<file path="src/rtl/cache_mem_arbiter.sv">
// Two-master (I-cache / D-cache) arbiter onto a single sram-like memory port.
// Define CACHE_ARB_RR_EN for round-robin arbitration; the default is fixed D-over-I priority.
module cache_mem_arbiter #(
    parameter int ADDR_WIDTH = 32,
    parameter int DATA_WIDTH = 32
) (
    input  logic                  clk,
    input  logic                  rst,

    input  logic                  i_req,
    input  logic                  i_wr,
    input  logic [1:0]            i_size,
    input  logic [ADDR_WIDTH-1:0] i_addr,
    input  logic [DATA_WIDTH-1:0] i_wdata,
    output logic [DATA_WIDTH-1:0] i_rdata,
    output logic                  i_addr_ok,
    output logic                  i_data_ok,

    input  logic                  d_req,
    input  logic                  d_wr,
    input  logic [1:0]            d_size,
    input  logic [ADDR_WIDTH-1:0] d_addr,
    input  logic [DATA_WIDTH-1:0] d_wdata,
    output logic [DATA_WIDTH-1:0] d_rdata,
    output logic                  d_addr_ok,
    output logic                  d_data_ok,

    output logic                  m_req,
    output logic                  m_wr,
    output logic [1:0]            m_size,
    output logic [ADDR_WIDTH-1:0] m_addr,
    output logic [DATA_WIDTH-1:0] m_wdata,
    input  logic [DATA_WIDTH-1:0] m_rdata,
    input  logic                  m_addr_ok,
    input  logic                  m_data_ok,

    output logic                  busy,
    output logic                  owner
);

    // Handshake: a master holds req (and its fields) until it sees addr_ok;
    // data_ok is a one-cycle pulse ending the transaction. Only one in flight.
    localparam logic [1:0] S_IDLE = 2'd0;
    localparam logic [1:0] S_ADDR = 2'd1;
    localparam logic [1:0] S_DATA = 2'd2;

    logic [1:0] state;
    logic [1:0] state_nx;
    logic       win_d;
    logic       idle_grant;
    logic       sel;
    logic       addr_acc;
    logic       data_acc;

`ifdef CACHE_ARB_RR_EN
    logic rr_ptr;
    // Pointer only matters when both request; a lone requester always wins.
    assign win_d = d_req & (~i_req | rr_ptr);
`else
    assign win_d = d_req;
`endif

    assign idle_grant = (state == S_IDLE) && (i_req || d_req);
    assign sel        = idle_grant ? win_d : owner;

    assign m_wr    = sel ? d_wr    : i_wr;
    assign m_size  = sel ? d_size  : i_size;
    assign m_addr  = sel ? d_addr  : i_addr;
    assign m_wdata = sel ? d_wdata : i_wdata;

    assign i_rdata = m_rdata;
    assign d_rdata = m_rdata;

    always_comb begin
        state_nx = state;
        m_req    = 1'b0;
        addr_acc = 1'b0;
        data_acc = 1'b0;
        case (state)
            S_IDLE: begin
                if (idle_grant) begin
                    m_req    = 1'b1;
                    addr_acc = m_addr_ok;
                    state_nx = m_addr_ok ? S_DATA : S_ADDR;
                end
            end
            S_ADDR: begin
                m_req = sel ? d_req : i_req;
                if (m_addr_ok) begin
                    addr_acc = 1'b1;
                    if (m_data_ok) begin
                        data_acc = 1'b1;
                        state_nx = S_IDLE;
                    end else begin
                        state_nx = S_DATA;
                    end
                end
            end
            S_DATA: begin
                if (m_data_ok) begin
                    data_acc = 1'b1;
                    state_nx = S_IDLE;
                end
            end
            default: state_nx = S_IDLE;
        endcase
        // Nothing may pulse during the reset cycle.
        if (rst) begin
            m_req    = 1'b0;
            addr_acc = 1'b0;
            data_acc = 1'b0;
        end
    end

    assign i_addr_ok = addr_acc & ~sel;
    assign d_addr_ok = addr_acc &  sel;
    assign i_data_ok = data_acc & ~sel;
    assign d_data_ok = data_acc &  sel;
    assign busy      = (state != S_IDLE);

    always_ff @(posedge clk) begin
        if (rst) begin
            state <= S_IDLE;
            owner <= 1'b1;
        end else begin
            state <= state_nx;
            if (idle_grant)
                owner <= win_d;
        end
    end

`ifdef CACHE_ARB_RR_EN
    always_ff @(posedge clk) begin
        if (rst)
            rr_ptr <= 1'b1;
        else if (addr_acc)
            rr_ptr <= ~sel;
    end
`endif

endmodule

</file>
<file path="config.mk">
export PLATFORM = sky130hd
export DESIGN_NAME = cache_mem_arbiter
export DESIGN_NICKNAME = d
export VERILOG_FILES = /design/src/rtl/cache_mem_arbiter.sv
export SDC_FILE = /design/constraint.sdc
export NUM_CORES = 1
export LEC_CHECK = 0
export ABC_AREA = 1
export CELL_PAD_IN_SITES_DETAIL_PLACEMENT = 0
export CELL_PAD_IN_SITES_GLOBAL_PLACEMENT = 1
export CORE_ASPECT_RATIO = 1.5
export CORE_UTILIZATION = 10
export DETAILED_ROUTE_END_ITERATION = 16
export GPL_TIMING_DRIVEN = 0
export PLACE_DENSITY = 0.79
export SYNTH_ARGS = -nofsm -noshare
export SYNTH_HDL_FRONTEND = slang
export SYNTH_SLANG_ARGS = --single-unit
</file>
<file path="constraint.sdc">
create_clock -name clk -period 1.7 [get_ports clk]
set_clock_uncertainty 0.2 [all_clocks]
set_input_delay 0.17 -clock clk [delete_from_list [all_inputs] [get_ports clk]]
set_output_delay 0.17 -clock clk [all_outputs]
set_load 0.01 [all_outputs]
</file>
==> reports/qor.csv, run 1 <==
metric,value,unit
number of global-route vias before repair,2974,
Multi-input gate area,0.00130,mm²
Vias/cell,3.59,
DP HPWL,8100,µm
clk_lat worst skew,230,ps
GRT Overall Usage,0.110,
pin count of the biggest net entering global routing,11,
largest area contributor in the netlist,nand2_1,
R2R Setup Slk,140,ps
initial antenna violation count,0,
worst-margin pin slew,279,ps
DRC viols,0,
Max Clk Rate,0.472,GHz
"Buf+Inv Stages, Crit Path",5,
DR vias,3015,
area growth from synthesis to layout,236,%
I/O pin cnt,310,
CTS Hold Bufs,0,
minimum clock period,2120,ps
CP max stage cell,dfxtp_2,
register area,62.6,µm²
Die ar.,0.0166,mm²
period utilization,1.25,
DRT antenna net count,0,
global placement routability congestion,0.752,
Crit Path Category,flip-flop to output port,
critical-path cell list,inv_2 > ha_4 > o21ai_4 > nand2_4 > nand2_8 > buf_12 > buf_16 > buf_6 > nand2_2 > nand2_2 > buf_6,
Max Root-Sink Buffers,2,
Core Region,0.0156,mm²
syn nets,504,
kind of start point of the critical path,flip-flop,
RSZ-0062 raised after global routing,true,
placed cell area,0.00463,mm²
max incr delay on CP,310,ps
Pre-antenna DRT Iters,4,
Crit. Startpoint,state[0],
Layout Nets,813,
CP endpoint kind,output port,
Detailed Route Iter0 Violations,76,
CTS tree,yes,
Max-Slew Margin vs Limit,0.814,
critical hold path startpoint,state[1],
antenna cells,0,
worst setup margin,-420,ps
Sink Count,3,
"Largest delay share family, worst path",buffers and inverters,
first-pass GRT wire length,14300,µm
Starting Density,0.103,
Final Max Slew Viols,0,
"commonest non-fill, non-tap cell in the layout",clkdlybuf4s50_1,
Setup Total Neg Slack,-21550,ps
DRT Wirelength,10200,µm
GRT overflow,0,
Die Wd,105,µm
Cell variety after synth,15,
ranking of synthesized cells by area,"nand2_1, buf_4, buf_2, dfxtp_1, inv_1",
register bit total from synthesis,3,
synth warn,0,
Placement Setup Slack,-1080,ps
worst path arrival time,1750,ps
worst flop-to-flop path startpoint,state[0],
Site Rows,56,
Root Driver,clkbuf_16,
failing checks,negative setup slack,
VDD IR-drop max,0.494,mV
Pleak,2.67,nW
crit path max fanout,7,
Post-Syn Instances,329,
port bufs,277,
pwr dens,771,mW/mm²
total power,0.00416,W
Die Ht,157,µm
Synth top area share,0.503,
Mapped Avg Cell Area,4.88,µm²
CTS buffer count,3,
Fill cells,1693,
Setup-failing EPs final,72,
WL/cell,12.1,µm
CP required,1330,ps
fraction of layout cells with a size suffix above 1,0.419,
Hold Path Class,flip-flop to flip-flop,
Syn Std Cell Area,0.00160,mm²
total of max-cap violations,0,
final hold vios,0,
"commonest cells after routing, fill and taps aside","clkdlybuf4s50_1, nand2_1, buf_4",
"Reg clk slew, reported paths",30,ps
status,finished with violations,
sequential element share of the synthesized area,0.0374,
H-Tree Depth,1,
final instance area,0.00539,mm²
==> per-layer routing <==
| metal | up-vias | global-route usage | routed length (µm) |
|---|---|---|---|
| li1 | 1535 | - | - |
| met1 | 1267 | 0.0991 | 3340 |
| met2 | 200 | 0.237 | 5720 |
| met3 | 13 | 0.0244 | 941 |
| met4 | 0 | 0.0275 | 170 |
| met5 | - | 0 | 0 |
==> cell families after synthesis <==
kind of cell | after synthesis | synth area share
AND/OR/NAND/NOR | 225 | 0.530
buffers and inverters | 90 | 0.379
AO/OA/AOI/OAI | 8 | 0.0296
adder cells (fa/ha/maj) | 3 | 0.0234
flip-flops | 3 | 0.0374
==> cells in the mapped netlist <==
cell type  instances
a21oi_1            3
buf_2             12
buf_4             64
buf_6              2
dfxtp_1            3
ha_1               3
inv_1             11
inv_2              1
nand2_1          215
nand2_2            1
nand3_1            3
nor2_1             6
o2111ai_1          1
o21ai_0            3
o21ai_2            1
==> per-stage QoR <==
stage,instances,utilization,hold WS [ps]
3_3_place_gp,809,0.296,283
4_1_cts,842,0.334,370
3_5_place_dp,809,0.296,284
5_1_grt,840,0.345,421
6_report,840,0.345,388
2_1_floorplan,329,-,39.1
==> registers in the layout (all words and copies together), names as in the netlist <==
signal / cells
owner: 1
state: 2
==> path summary, 6_finish.rpt <==
path | to | cells after the start
max | m_addr[5] | 11
min | state[1] | 3
max reg2reg | state[1] | 9
min reg2reg | state[1] | 3
==> worst reg2reg max path, cell delays in order (launching register included) <==
cell	delay (ps)
dfxtp_2	320
inv_2	50
buf_4	120
ha_1	200
nand2_1	70
nand2_1	60
nor2_2	120
inv_1	70
o21ai_0	150
a21oi_1	60
==> where the power goes <==
group          internal, W  leakage [nW]  switching [W]  total (W)
Sequential       0.0000858        0.0256      0.0000109  0.0000967
Combinational      0.00203          2.61        0.00165    0.00368
Clock             0.000310        0.0382      0.0000661   0.000376
==> layout make-up <==
cell class	count	area share
Clock buffer	4	0.0146
Inverter	12	0.0107
Tap cell	203	0.0471
Timing Repair Buffer	305	0.551
Timing Repair inverter	1	0.00162
Sequential cell	3	0.0116
Buffer	76	0.123
Multi-Input combinational cell	236	0.240
==> timing repair <==
action / 4_1_cts / 5_1_grt
endpoints found under the hold margin: 0 / 0
pin swaps: 24 / 25
setup buffers: 22 / 1
gates resized for setup: 395 / 74
cloned: 7 / 0
endpoints found under the setup margin: 74 / 73
Note: power is estimated with default switching activity, not from simulation.
==> run 2: changes to the inputs <==
Settings changed: CORE_ASPECT_RATIO 1.5 to 2.
==> run 2 against run 1 <==
- the run still ends with negative setup slack left
- critical endpoint is now m_addr[10]
- via count grew 0.30%
- global-route usage rose by 0.58 points
- utilization fell by 1.2 points
- final cell count fell by 0.48%
- final area decreased by 2.9%
- register-to-register slack got worse by 50 ps
- clock-buffer cell count unchanged
- flip-flop and latch count unchanged
- maximum frequency is 2.9% higher
- wire length grew 5.5%
==> reports/qor.csv, run 2 (synthesis gave the netlist of run 1 again) <==
metric,value,unit
DR vias,3024,
Detailed Route Iter0 Violations,39,
"commonest non-fill, non-tap cell in the layout",clkdlybuf4s50_1,
DRT Wirelength,10700,µm
failing checks,negative setup slack,
"commonest cells after routing, fill and taps aside","clkdlybuf4s50_1, nand2_1, buf_4",
Layout Nets,811,
VDD IR-drop max,0.620,mV
placed cell count,807,
pin count of the biggest net entering global routing,11,
GRT overflow,0,
biggest regs,"state x2, owner x1",
Final Util,0.333,
CP required,1330,ps
GRT Overall Usage,0.115,
max reg flops,2,
Final Max Slew Viols,0,
Die ar.,0.0166,mm²
WL/cell,12.8,µm
CP endpoint kind,output port,
Top reg by flops,state,
worst-margin pin slew,261,ps
I/O pin cnt,310,
H-Tree Depth,1,
DRT antenna net count,0,
final hold vios,0,
Max Clk Rate,0.486,GHz
first-pass GRT wire length,14600,µm
Max-Slew Margin vs Limit,0.826,
fin cells,836,
port bufs,277,
Setup Total Neg Slack,-19350,ps
R2R Setup Slk,90,ps
fraction of layout cells with a size suffix above 1,0.397,
Vias/cell,3.62,
CTS buffer count,3,
number of global-route vias before repair,2870,
total of max-cap violations,0,
Pleak,2.60,nW
"Reg clk slew, reported paths",30,ps
DRC viols,0,
Pre-antenna DRT Iters,2,
CTS tree,yes,
antenna cells,0,
DP HPWL,8470,µm
worst path arrival time,1690,ps
initial antenna violation count,1,
CTS Hold Bufs,0,
status,finished with violations,
global placement routability congestion,0.788,
pwr dens,754,mW/mm²
Die Wd,91.6,µm
hold slack,360,ps
clk_lat worst skew,230,ps
Die Ht,181,µm
Crit Path Category,flip-flop to output port,
period utilization,1.21,
Site Rows,65,
Sink Count,3,
Core Region,0.0157,mm²
crit path max fanout,7,
Root Driver,clkbuf_16,
Max Root-Sink Buffers,2,
Hold Path Class,primary input to flip-flop,
minimum clock period,2060,ps
Starting Density,0.102,
kind of start point of the critical path,flip-flop,
area growth from synthesis to layout,226,%
RSZ-0062 raised after global routing,true,
Setup-failing EPs final,72,
worst setup margin,-360,ps
[run 2: changes by cell type in the layout (fill, tap and decap cells not counted), moves of 6 or more]
cell,delta
nand2_2,-15
nand2_4,-7
nand2_1,+22
buf_4,+9
buf_2,+6
[run 2: area by class of cell]
type / count / area, µm²
fill: 1735 / 10500
multi-input combinational: 236 / 1260
inverter: 12 / 57.6
sequential: 3 / 62.6
clock buffer: 4 / 78.8
tap: 201 / 251
buffer: 75 / 656
timing repair buffer: 305 / 2870
[run 2: final timing paths]
check / start / endpoint / depth (start not counted)
hold / removal: rst / state[0] / 2
setup reg to reg: state[0] / state[1] / 10
hold reg to reg: state[1] / state[1] / 3
setup / recovery: state[0] / m_addr[10] / 11
[run 2: through the flow]
step	setup slack (ps)	area (µm²)	total power, W
floorplan	13.3	1600	0.00125
global placement	-970	4630	0.00292
detailed placement	-980	4630	0.00292
CTS	-371	5010	0.00378
global route	-420	5230	0.00422
finish	-360	5230	0.00395
[run 2: routing by layer]
layer / up-vias / wire length (µm) / GRT usage
met5: - / 0 / 0
met1: 1274 / 3010 / 0.0906
met4: 0 / 179 / 0.0229
met3: 10 / 1150 / 0.0295
met2: 209 / 6390 / 0.261
li1: 1531 / - / -
[run 2: power by group]
| part | switching [W] | internal (W) | leakage, nW |
|---|---|---|---|
| combinational | 0.00160 | 0.00187 | 2.54 |
| clock | 0.0000735 | 0.000310 | 0.0382 |
| sequential | 0.0000117 | 0.0000858 | 0.0256 |
[run 2: worst max-delay path, stage by stage (launching register included)]
cell and delay, ps:
dfxtp_2 320, inv_2 80, ha_4 180, o21ai_4 80
nand2_4 90, nand2_8 100, buf_6 150, buf_8 130
buf_4 130, nand2_2 40, nand2_1 40, buf_2 130
[run 2: timing repair]
action                                  4_1_cts  5_1_grt
setup buffers                                21        4
gates cloned                                  3        1
endpoints found under the setup margin       74       74
pin swaps                                    12       14
gates resized for setup                     398       68
==> run 3: changes to the inputs <==
Settings changed: CTS_CLUSTER_SIZE set to 24, GPL_TIMING_DRIVEN 0 to not set.
==> run 3 against run 2 <==
- the flow still finishes with violations (negative setup slack)
- die area stayed put
- combinational power down 4%
- worst hold slack got worse by 220 ps
- global-route usage fell by 0.83 points
- sequential power fell by 2.4%
- maximum frequency down 0.37%
- via count is 16% lower
- non-clock buffer count fell by 126
- total power down 3.8%
- largest cell class unchanged
==> reports/qor.csv, run 3 (synthesis gave the netlist of run 1 again) <==
metric,value,unit
status,finished with violations,
failing checks,negative setup slack,
R2R depth,10,
max reg flops,2,
Hold Path Class,primary input to output port,
final hold vios,0,
Top reg by flops,state,
kind of start point of the critical path,flip-flop,
Site Rows,65,
"commonest non-fill, non-tap cell in the layout",nand2_1,
CTS Hold Bufs,0,
worst-margin pin slew,314,ps
clk_lat worst skew,220,ps
Max Clk Rate,0.484,GHz
placed cell count,684,
Max Root-Sink Buffers,2,
met1 usage,0.0936,
CP endpoint kind,output port,
CTS buffer count,3,
Final Max Slew Viols,0,
RSZ-0062 raised after global routing,true,
H-Tree Depth,1,
CP max stage cell,dfxtp_2,
worst path arrival time,1700,ps
gr busiest metal,met2,
Root Driver,clkbuf_16,
biggest regs,"state x2, owner x1",
critical-path cell list,inv_2 > ha_4 > o21ai_2 > nand2_2 > nand2_8 > inv_8 > buf_8 > clkbuf_16 > nand2_1 > nand2_1 > buf_2,
I/O pin cnt,310,
first-pass GRT wire length,13400,µm
Die ar.,0.0166,mm²
initial antenna violation count,0,
Vias/cell,3.58,
fraction of layout cells with a size suffix above 1,0.381,
Final Util,0.269,
DRT antenna net count,0,
max incr delay on CP,310,ps
Die Ht,181,µm
worst flop-to-flop path startpoint,state[0],
number of global-route vias before repair,2395,
DR vias,2540,
Core Region,0.0157,mm²
Hold Path Cell Cnt,0,
Crit Path Category,flip-flop to output port,
minimum clock period,2070,ps
Pre-antenna DRT Iters,4,
WL/cell,14.1,µm
Sink Count,3,
Max-Slew Margin vs Limit,0.790,
Die Wd,91.6,µm
DRC viols,0,
Fill cells,1744,
Crit path top cell by count,nand2_1,
area growth from synthesis to layout,163,%
GRT overflow,0,
total of max-cap violations,0,
GRT met3 Usage,0.0147,
fin cells,710,
critical hold path startpoint,m_rdata[20],
Starting Density,0.102,
R2R Setup Slk,10,ps
hold path endpoint,d_rdata[20],
CTS tree,yes,
DRT Wirelength,9990,µm
global placement routability congestion,0.749,
pin count of the biggest net entering global routing,18,
DP HPWL,6580,µm
crit path max fanout,8,
"commonest cells after routing, fill and taps aside","nand2_1, clkdlybuf4s50_1, buf_2",
Detailed Route Iter0 Violations,36,
Setup-failing EPs final,72,
VDD IR-drop max,0.719,mV
RR Endpoint,owner,
pwr dens,899,mW/mm²
global routing usage on met2,0.220,
CP required,1330,ps
antenna cells,0,
GRT Overall Usage,0.107,
port bufs,213,
Pleak,2.13,nW
"Reg clk slew, reported paths",30,ps
Layout Nets,685,
worst setup margin,-367,ps
"Largest delay share family, worst path",buffers and inverters,
"Buf+Inv Stages, Crit Path",5,
period utilization,1.22,
-- run 3: cell count changes in the layout (fill, tap and decap cells not counted), sizes merged --
cell,previous run,this run
buf,172,109
clkbuf,6,8
clkdlybuf4s15,2,0
clkdlybuf4s50,202,138
dlymetal6s2s,0,1
-- run 3: worst reg2reg max path, delay by kind of cell, from the launching register on --
kind | cells | cell delay (ps)
compound gates | 1 | 80
fa+ha+maj | 1 | 180
buf+inv | 5 | 560
flops | 1 | 310
simple gates | 3 | 270
-- run 3: final cells by class --
class / count / area [µm²] / area share
multi-input cells: 236 / 1240 / 0.294
well taps: 201 / 251 / 0.0595
flip-flops and latches: 3 / 62.6 / 0.0148
clock buffers: 4 / 78.8 / 0.0187
repair buffers: 254 / 2540 / 0.601
inverters: 12 / 52.6 / 0.0124
-- run 3: how the worst max path moves through the flow --
| stage | slack, ps | startpoint | depth (start not counted) | endpoint |
|---|---|---|---|---|
| floorplan | 10 | state[0] | 8 | d_addr_ok |
| global placement | -760 | d_req | 10 | m_addr[7] |
| detailed placement | -790 | d_req | 10 | m_addr[3] |
| CTS | -340 | state[0] | 11 | m_addr[7] |
| global route | -420 | state[0] | 11 | m_addr[7] |
| finish | -370 | state[0] | 11 | m_addr[24] |
-- run 3: power breakdown --
group          switching, W  internal (W)
combinational       0.00154       0.00179
sequential       0.00000937     0.0000858
clock             0.0000676      0.000310
-- run 3: routing by layer --
layer | share of wire | wire length, µm | vias to the layer above
li1 | - | - | 1282
met1 | 0.31 | 3110 | 1086
met2 | 0.56 | 5570 | 118
met3 | 0.074 | 741 | 54
met4 | 0.057 | 568 | 0
met5 | 0 | 0 | -
-- run 3: timing repair --
action | 4_1_cts | 5_1_grt
cloned | 7 | 4
buffers inserted | 12 | 0
resized for setup | 344 | 85
pin swaps | 10 | 13
endpoints found under the setup margin | 75 | 75
-- run 3: through the flow --
step	hold WS [ps]	total power, W	setup WS, ps	TNS (ps)	cell area, µm²
finish	140	0.00380	-367	-23840	4230
global route	140	0.00407	-422	-28760	4230
CTS	140	0.00338	-335	-22220	3790
detailed placement	140	0.00265	-788	-54010	3620
global placement	140	0.00265	-762	-51770	3620
floorplan	39.1	0.00125	13.3	0	1600
==> RTL change 1, RTL diff (flow settings as in run 2) <==
`DATA_WIDTH`: 32 -> 64.
--- a/src/rtl/cache_mem_arbiter.sv
+++ b/src/rtl/cache_mem_arbiter.sv
@@ -4,3 +4,3 @@
     parameter int ADDR_WIDTH = 32,
-    parameter int DATA_WIDTH = 32
+    parameter int DATA_WIDTH = 64
 ) (
Ports: changed (6 resized); port bits go from 310 to 502. No check against the original RTL was run, so the function may have changed too.
==> RTL change 1 against run 2 <==
- the run still ends with negative setup slack left
- sequential share of layout area fell by 0.49 points
- clock power shrank 2%
- routed wire length rose by 130%
- area after synthesis rose by 59%
- sequential cell count stayed put
- final area increased by 69%
- first-iteration DRC count is 150% higher
- setup slack lost 0.093 ns
- total power is 77% higher
==> RTL change 1: results (changes against run 2) <==
status finished with violations (unchanged); violated checks negative setup slack (unchanged); sequential share of cell area 0.706% (was 1.20%); first-pass GRT wire length 30.0 mm (was 14.6 mm); placed insts 1270 (was 807); Post-DP HPWL 19.4 mm (was 8.47 mm); Rel. slew slack 80.4% (was 82.6%); Routability Congestion 0.798 (was 0.788); post-layout worst setup margin -0.452 ns (was -0.360 ns); met1 global-route usage 13.1% (was 9.06%); via count of the routed design 4825 (was 3024); multi-input combinational cell count 332 (was 236); compound-gate portion of the synthesized area 1.86% (was 2.96%); first drt pass iteration count 4 (was 2); Post-Syn Nets 768 (was 504); drt initial violations 97 (was 39); Rows 82 (was 65); GRT Resource Usage Total 16.5% (was 11.5%); met3 usage 7.23% (was 2.95%); Final setup viols 104 (was 72); Setup Buffers After CTS 17 (was 21); Comb group 6.49 mW (was 3.47 mW); Clock power frac 5.4% (was 9.7%); filler cell count in the final layout 2631 (was 1735); worst hold stages 3 (was 2); Power, Total 6.97 mW (was 3.95 mW); WP data arrival 1.78 ns (was 1.69 ns); Routed wire per std cell 18.6 µm (was 12.8 µm); sequential fraction of the synthesis area 2.36% (was 3.74%); fin nets 1248 (was 811)
==> RTL change 1: changes by cell type in the layout (fill, tap and decap cells not counted), sizes merged <==
cell	delta
buf	+112
clkbuf	+7
nand2	+96
clkdlybuf4s50	+128
clkdlybuf4s15	-2
==> RTL change 1: routing by layer <==
layer / vias to the layer above / wire length (µm) / part of all wire [%]
li1: 2310 / - / -
met1: 2111 / 6960 / 28
met2: 374 / 13500 / 55
met3: 30 / 3240 / 13
met4: 0 / 773 / 3.2
met5: - / 0 / 0
==> RTL change 1: worst max-delay path, delay by kind of cell (launching register included) <==
kind                       cells  cell delay, ns
adders and majority gates      1            0.17
buffers and inverters          6            0.65
AOI/OAI and AO/OA              1            0.07
DFF                            1            0.33
and+or+nand+nor                4            0.32
==> RTL change 1: cells by family (layout without fill, tap and decap cells) <==
logic type,after synthesis,count (layout)
AO/OA/AOI/OAI,8,8
flip-flops,3,3
buffers and inverters,162,641
AND/OR/NAND/NOR,321,321
adder cells (fa/ha/maj),3,3
==> RTL change 2, RTL diff (config.mk and constraints of run 2) <==
Without the edit above. Put a register stage on the output `d_rdata`, with the module's reset. The value now appears one clock later. The other outputs are not delayed to match.
--- a/src/rtl/cache_mem_arbiter.sv
+++ b/src/rtl/cache_mem_arbiter.sv
@@ -71,3 +71,9 @@
     assign i_rdata = m_rdata;
-    assign d_rdata = m_rdata;
+    always_ff @(posedge clk) begin
+        if (rst) begin
+            d_rdata <= '0;
+        end else begin
+            d_rdata <= m_rdata;
+        end
+    end
 
Function: changed (a bounded check fails within 4 cycles, from zero or initial values and one cycle with rst high).
==> RTL change 2 against run 2 <==
- the flow still finishes with violations (negative setup slack)
- total power increased by 92%
- area after synthesis increased by 41%
- sequential cell count grew 32
- final area is 28% higher
- routed wire length increased by 26%
- setup slack got worse by 0.061 ns
- via count increased by 20%
- die area grew 40%
==> RTL change 2: results (changes against run 2) <==
drt initial violations 54 (was 39); pin count of the biggest net entering global routing 12 (was 11); Clock transition at path regs 0.06 ns (was 0.03 ns); ys async rst share 0% (unchanged); Routability Congestion 0.773 (was 0.788); Post-Syn Nets 570 (was 504); CTS buffer count 5 (was 3); # diodes 0 (unchanged); initial antenna violation count 0 (was 1); final WL 13.5 mm (was 10.7 mm); fin nets 915 (was 811); Synth top cells by count nand2_1, inv_1, nor2_1 (was nand2_1, buf_4, buf_2); Setup TNS -27.08 ns (was -19.35 ns); worst-path maximum fanout 6 (was 7); first drt pass iteration count 4 (was 2); Final setup viols 72 (unchanged); Synth Area in XOR/XNOR 0% (unchanged); DP Area 5680 µm² (was 4630 µm²); H-tree depth 2 (was 1); CP max-delay cell dfxtp_2 (unchanged); status finished with violations (unchanged); Regs by FF count d_rdata (32), state (2), owner (1) (was state (2), owner (1)); CTS max path bufs 2 (unchanged); leakage 3.25 nW (was 2.60 nW); worst skew pair latency 0.29 ns (was 0.23 ns); GRT Resource Usage Total 10.3% (was 11.5%); first-pass GRT wire length 17.5 mm (was 14.6 mm); filler cell count in the final layout 2388 (was 1735); top post-synthesis cells by area nand2_1, dfxtp_1, buf_4 (was nand2_1, buf_4, buf_2); port bufs 308 (was 277); violated checks negative setup slack (unchanged); Hold/Removal Path Class in -> reg (unchanged); Via-to-Cell Ratio 3.58 (was 3.62); sequential fraction of the synthesis area 31.1% (was 3.74%); CP delay by family, top buffers and inverters (unchanged); post-layout worst setup margin -0.421 ns (was -0.360 ns); compound-gate portion of the synthesized area 2.44% (was 2.96%); maximum vdd drop 0.000742 V (was 0.000620 V); largest stage delay on the critical path 0.32 ns (about the same); Rel. slew slack 69.2% (was 82.6%); vias in the first global route 3425 (was 2870); Post-Synth Adder-Cell Area 1.66% (was 2.34%); Post-synth top flop dfxtp_1 (unchanged); Synth warnings 0 (unchanged); CTS Root Cell clkbuf_16 (unchanged); Post-DP HPWL 10.3 mm (was 8.47 mm); mux cell area share after synthesis 0% (unchanged); pre-CTS setup slack -1.04 ns (was -0.980 ns); Synth cell types 17 (was 15); layout cell share with drive strength beyond 1 36.2% (was 39.7%)
## RTL change 2: changes by cell type after synthesis, sizes merged
| cell | run 2 | this run |
|---|---|---|
| a21oi | 3 | 2 |
| nand3 | 3 | 2 |
| buf | 78 | 46 |
| nand2 | 216 | 214 |
| a22oi | 0 | 1 |
| o21ai | 4 | 5 |
| nor2 | 6 | 39 |
| inv | 12 | 43 |
| dfxtp | 3 | 35 |
| clkbuf | 0 | 4 |
## RTL change 2: per-stage QoR
step	hold slack, ns	std cells	total power [mW]	utilization (%)
CTS	0.0904	1010	6.72	27.8
global placement	0.330	979	4.93	25.8
detailed placement	0.341	979	4.94	25.8
global route	0.108	1017	8.06	30.3
floorplan	0.0770	395	2.57	-
finish	0.0787	1017	7.56	30.3
## RTL change 2: final timing paths
check	startpoint	end	slack (ns)	cells past startpoint
hold reg to reg	state[0]	state[0]	0.33	2
hold / removal	rst	d_rdata[24]	0.08	2
setup / recovery	state[0]	m_addr[9]	-0.42	11
setup reg to reg	state[0]	owner	0.04	10
## RTL change 2: per-layer routing
layer	GRT usage (%)	up-vias	wire, µm
li1	-	1812	-
met1	7.48	1547	3710
met2	21.5	250	7520
met3	2.95	30	1630
met4	6.12	0	639
met5	0	-	0
## RTL change 2: layout make-up
cell class                      count  share of cell area (%)
Clock inverter                      2                   0.187
Multi-Input combinational cell    267                    22.3
Clock buffer                        6                    1.93
Sequential cell                    35                    10.5
Inverter                           43                    2.60
Buffer                             46                    6.22
Tap cell                          276                    5.17
Timing Repair Buffer              342                    51.0
## RTL change 2: report_power, final
group	total [mW]	leakage, nW	internal (mW)	switching [mW]
Clock	0.886	0.0669	0.540	0.346
Sequential	0.917	0.292	0.888	0.0294
Combinational	5.76	2.89	3.08	2.68
Total	7.56	3.25	4.50	3.06
## RTL change 2: logic make-up (layout without fill, tap and decap cells)
family / count (synthesis) / count (layout)
flip-flops: 35 / 35
buffers and inverters: 93 / 439
AND/OR/NAND/NOR: 255 / 255
adder cells (fa/ha/maj): 3 / 3
AO/OA/AOI/OAI: 9 / 9
## RTL change 2: repair_timing
item,CTS,global route
endpoints found under the setup margin,74,77
cloned,3,5
hold buffers,0,0
pin swaps,20,28
hold endpoints to repair,0,0
gates resized for setup,397,142
setup buffers,20,7
